<file path="src/rtl/gate_result_pkg.sv">
// Shared definitions for the gate-result vector: bit layout, response struct
// and the reference encoder used by both the checker and its bench.
package gate_result_pkg;

  localparam int RES_W     = 9;
  localparam int RES_NOT   = 0;
  localparam int RES_AND   = 1;
  localparam int RES_NAND  = 2;
  localparam int RES_OR    = 3;
  localparam int RES_NOR   = 4;
  localparam int RES_XOR   = 5;
  localparam int RES_XNOR  = 6;
  localparam int RES_XNOR3 = 7;
  localparam int RES_AND3  = 8;

  typedef struct packed {
    logic [2:0]       inputs;    // {c,b,a}
    logic             error;
    logic [RES_W-1:0] mismatch;
  } dec_rsp_t;

  function automatic logic [RES_W-1:0] encode(input logic a, input logic b, input logic c);
    logic [RES_W-1:0] r;
    r            = '0;
    r[RES_NOT]   = ~a;
    r[RES_AND]   = a & b;
    r[RES_NAND]  = ~(a & b);
    r[RES_OR]    = a | b;
    r[RES_NOR]   = ~(a | b);
    r[RES_XOR]   = a ^ b;
    r[RES_XNOR]  = ~(a ^ b);
    r[RES_XNOR3] = ~(a ^ b ^ c);
    r[RES_AND3]  = a & b & c;
    return r;
  endfunction

endpackage

</file>
<file path="src/rtl/gate_result_decode.sv">
// Combinational recovery of {c,b,a} from a result vector and per-bit
// consistency check against the re-encoded vector.
module gate_result_decode
  import gate_result_pkg::*;
(
  input  logic [RES_W-1:0] in_result,
  output dec_rsp_t         rsp
);

  logic             a, b, c;
  logic [RES_W-1:0] exp_vec;

  // Only NOT, XOR and XNOR3 are needed to solve for the inputs; the rest
  // are pure redundancy for checking.
  always_comb begin
    a       = ~in_result[RES_NOT];
    b       = in_result[RES_XOR] ^ a;
    c       = ~in_result[RES_XNOR3] ^ a ^ b;
    exp_vec = encode(a, b, c);
    rsp.inputs   = {c, b, a};
    rsp.mismatch = in_result ^ exp_vec;
    rsp.error    = |rsp.mismatch;
  end

endmodule

</file>
<file path="config.mk">
export PLATFORM = sky130hd
export DESIGN_NAME = gate_result_decode
export DESIGN_NICKNAME = d
export VERILOG_FILES = /design/src/rtl/gate_result_pkg.sv /design/src/rtl/gate_result_decode.sv
export SDC_FILE = /design/constraint.sdc
export NUM_CORES = 1
export LEC_CHECK = 0
export ABC_CLOCK_PERIOD_IN_PS = 7850
export CELL_PAD_IN_SITES_DETAIL_PLACEMENT = 0
export CELL_PAD_IN_SITES_GLOBAL_PLACEMENT = 2
export CORE_ASPECT_RATIO = 1.1
export CORE_MARGIN = 5
export CORE_UTILIZATION = 16
export DETAILED_ROUTE_END_ITERATION = 7
export PLACE_DENSITY_LB_ADDON = 0.1
export SLEW_MARGIN = 40
export SYNTH_ARGS = -nofsm -noshare
export SYNTH_HDL_FRONTEND = slang
export SYNTH_SLANG_ARGS = --single-unit
</file>
<file path="constraint.sdc">
create_clock -name vclk -period 7.85
set_clock_uncertainty 0.2 [all_clocks]
set_input_delay 1.57 -clock vclk [all_inputs]
set_output_delay 1.57 -clock vclk [all_outputs]
set_load 0.05 [all_outputs]
</file>
# Word level (Yosys, flattened, before mapping)
# Index checks and enable logic that the tools add are counted.
[totals]
in_bits = 9
wordCells = 16
output_inout_bits = 13
register_bits = 0
[classes]
reduce_logical = 1
bitwise = 15
[ops]
columns = ["operator", "count"]
rows = [
  ["OR reduction 9 bit", 1],
  ["bitwise XOR 9 bit", 1],
  ["NOT 1 bit", 6],
  ["bitwise XOR 1 bit", 5],
  ["bitwise AND 1 bit", 2],
  ["OR 1 bit", 1],
]

# Logic depth before layout (Yosys ltp)
[depth]
ltp_word = 7
ltp_mapped = 5
ltp_nobuf = 5

# Worst setup path before layout
# No wires, ideal clock.
[synth_timing]
kind = "input-to-output"
start = "input in_result[0]"
end = "output rsp[9] (netlist bit)"
path_buffers = 0
path_stages = 5
required_time_ns = 6.080
slack_ns = 2.349
arrival_ns = 3.731
path_cell_list = "inv_1 > ha_1 > xor3_1 > or4_1 > or4_1"
[synth_lines]
columns = ["item", "line_no", "source"]
rows = [
  ["from (decl)", "gate_result_decode.sv:6", "input logic [RES_W-1:0] in_result,"],
  ["to (decl)", "gate_result_decode.sv:7", "output dec_rsp_t rsp"],
]

==> load_flow_metrics.sql <==
INSERT INTO impl_metrics (metric_group, metric, value, unit) VALUES
('power', 'irDropWorstVdd', '0.00005501', 'V'),
('clocking', 'cts-hold-fix-buffers', '0', ''),
('synthesis', 'synth_area_leaders', 'ha_1, xnor2_1, buf_4, xor3_1, inv_1', ''),
('synthesis', 'main_combinational_cell_family_by_area_after_synthesis', 'XOR/XNOR gates', ''),
('global_routing', 'grt_remaining_overflow', '0', ''),
('critical_path', 'worst_ep_required_time', '6.08', 'ns'),
('synthesis', 'syn-num-nets', '42', ''),
('route', 'drc', '0', ''),
('critical_path', 'timing_worst_setup_path_type', 'in2out', ''),
('sta', 'drv_slew', '0', ''),
('sta', 'period_minus_slack', '6.333', 'ns'),
('synthesis', 'syn-cell-area', '231.5', 'sq um'),
('critical_path', 'critPathMaxFanout', '4', ''),
('synthesis', 'seq_area_frac_synth', '0', '%'),
('synthesis', 'synth.cells.most_frequent', 'inv_1, xnor2_1, buf_4, ha_1', ''),
('sta', 'worst_pin_slew', '0.5083', 'ns'),
('final_layout', 'layout-drive-gt1-share', '0', '%'),
('final_layout', 'fin_cells', '62', ''),
('sta', 'setup-violations-final', '0', ''),
('die', 'rows', '14', ''),
('critical_path', 'critPathArrivalTime', '4.56', 'ns'),
('synthesis', 'synth_top_area_cell', 'ha_1', ''),
('place', 'dp_cells', '62', ''),
('global_routing', 'grt_first_pass_wirelength', '972', 'um'),
('sta', 'finalWorstSetupSlack', '1.517', 'ns'),
('route', 'first_pass_iters', '3', ''),
('worst_hold_path', 'holdCritPathClass', 'in2out', ''),
('worst_hold_path', 'min_path_cells', '3', ''),
('sta', 'fmax_achieved', '0.1579', 'GHz'),
('place', 'postPlaceCellArea', '431.7', 'sq um'),
('route', 'wl_per_cell', '10.50', 'um'),
('final_layout', 'register_area', '0', 'sq um'),
('route', 'route.detailed.vias_per_inst', '4.000', ''),
('sta', 'rsz0062_at_grt', 'no', ''),
('route', 'ant_nets', '0', ''),
('place', 'routabilityCongestion', '0.6356', ''),
('global_routing', 'global_route.peak_usage_layer', 'met2', ''),
('global_routing', 'grt_max_degree', '5', ''),
('synthesis', 'syn_avg_cell_area', '7.982', 'sq um'),
('sta', 'relSlewSlack', '66.01', '%'),
('global_routing', 'track_usage', '5.263', '%'),
('synthesis', 'synthesis.yosys.warnings', '0', ''),
('place', 'placement.setup.worst_slack', '1.470', 'ns'),
('die', 'core-area', '0.001366', 'sq mm'),
('job', 'cap_violations', '0', ''),
('sta', 'tcrit_tclk_final', '80.67', '%'),
('sta', 'final-hold-violation-count', '0', ''),
('route', 'routed-via-count', '248', ''),
('synthesis', 'xor_and_xnor_area_share_after_synthesis', '36.76', '%'),
('die', 'die_x', '46.27', 'um'),
('status', 'outcome', 'finished clean', ''),
('place', 'hpwl_after_detailed_placement', '605.1', 'um'),
('global_routing', 'initial_antenna_violation_count', '0', ''),
('synthesis', 'yosysTopAreaCellShare', '21.62', '%'),
('power', 'power.density_cell_area', '121.6', 'mW/mm^2'),
('clocking', 'post_cts_buffers', '0', ''),
('global_routing', 'grt_use_met1', '4.915', '%'),
('global_routing', 'globalRouteMet2Util', '11.01', '%'),
('sta', 'whs', '4.178', 'ns'),
('synthesis', 'synth_adder_area_share', '21.62', '%'),
('critical_path', 'startpoint_type', 'input pin', ''),
('synthesis', 'synth-compound-area-share', '2.162', '%'),
('synthesis', 'netlist_instances', '29', ''),
('route', 'first_iter_violations', '1', ''),
('synthesis', 'count_of_distinct_cell_types_in_the_synthesized_netlist', '13', ''),
('global_routing', 'grt_util_met3', '1.455', '%'),
('worst_hold_path', 'timing.hold.worst_endpoint', 'rsp[1]', ''),
('synthesis', 'synth_simple_gate_area_share', '16.76', '%'),
('die', 'start_util', '16.94', '%'),
('global_routing', 'first_global_vias', '256', ''),
('sta', 'final.setup.tns', '0', 'ns'),
('clocking', 'post_cts_resized', '0', ''),
('final_layout', 'finish.instance_area', '431.7', 'sq um'),
('critical_path', 'critical_path.endpoint_type', 'primary output', ''),
('place', 'io_buffers', '21', ''),
('die', 'die_height', '49.89', 'um'),
('die', 'full_die_area', '0.002308', 'sq mm'),
('final_layout', 'antenna_cells', '0', ''),
('final_layout', 'area_growth', '86.49', '%'),
('die', 'io_pins', '22', ''),
('power', 'static-leakage-power', '0.1893', 'nW'),
('final_layout', 'seq_cell_count', '0', ''),
('route', 'routed_wirelength', '651', 'um'),
('final_layout', 'nets', '61', ''),
('final_layout', 'final.clkbuf_count', '0', ''),
('worst_hold_path', 'min_from', 'in_result[1]', ''),
('synthesis', 'synthMuxAreaShare', '0', '%');
## cell type report
class / count / area, sq um
Fill cell: 148 / 934.6
Inverter: 5 / 18.77
Multi-Input combinational cell: 20 / 182.7
Tap cell: 16 / 20.02
Timing Repair Buffer: 21 / 210.2
## how the worst max path moves through the flow
stage / start / end / slack, ns / depth (start not counted)
finish: in_result[5] / rsp[9] / 1.52 / 7
detailed placement: in_result[5] / rsp[9] / 1.47 / 7
global placement: in_result[5] / rsp[9] / 1.48 / 7
global route: in_result[5] / rsp[9] / 1.38 / 7
floorplan: in_result[0] / rsp[9] / 2.35 / 5
CTS: in_result[5] / rsp[9] / 1.46 / 7
## routing by layer
metal,routed length [um],part of all wire [%]
met5,0,0
met4,0,0
met3,79,12
met2,357,55
met1,213,33
## stage by stage
stage / power [mW] / util (%)
detailed placement: 0.05298 / 31.59
finish: 0.05251 / 31.59
global placement: 0.05276 / 31.59
CTS: 0.05329 / 31.59
floorplan: 0.03608 / -
global route: 0.05516 / 31.59
## cells in the final DEF (no fill, tap or decap), drive strengths merged, types with 2 or more instances in the layout
cell type | netlist | layout
or4 | 2 | 2
xnor2 | 5 | 5
inv | 5 | 5
clkdlybuf4s50 | 0 | 21
xor2 | 2 | 2
ha | 4 | 4
## worst max-delay path, cell delays in order
cell and delay [ns]:
clkdlybuf4s50_1 0.56, inv_1 0.11, ha_1 0.32, xor3_1 0.37, or4_1 0.52, or4_1 0.40
clkdlybuf4s50_1 0.71
## cell families (layout without fill, tap and decap cells)
group	after synthesis	count (layout)
xor gates and xnor gates	8	8
adders and majority gates	4	4
AOI/OAI and AO/OA	1	1
buffers and inverters	9	26
and+or+nand+nor	6	6
other	1	1
## where the power goes
part	switching, mW	internal, mW
Sequential	0	0
Clock	0	0
Combinational	0.0326	0.0199
Total	0.0326	0.0199
Note: power is estimated with default switching activity, not from simulation.
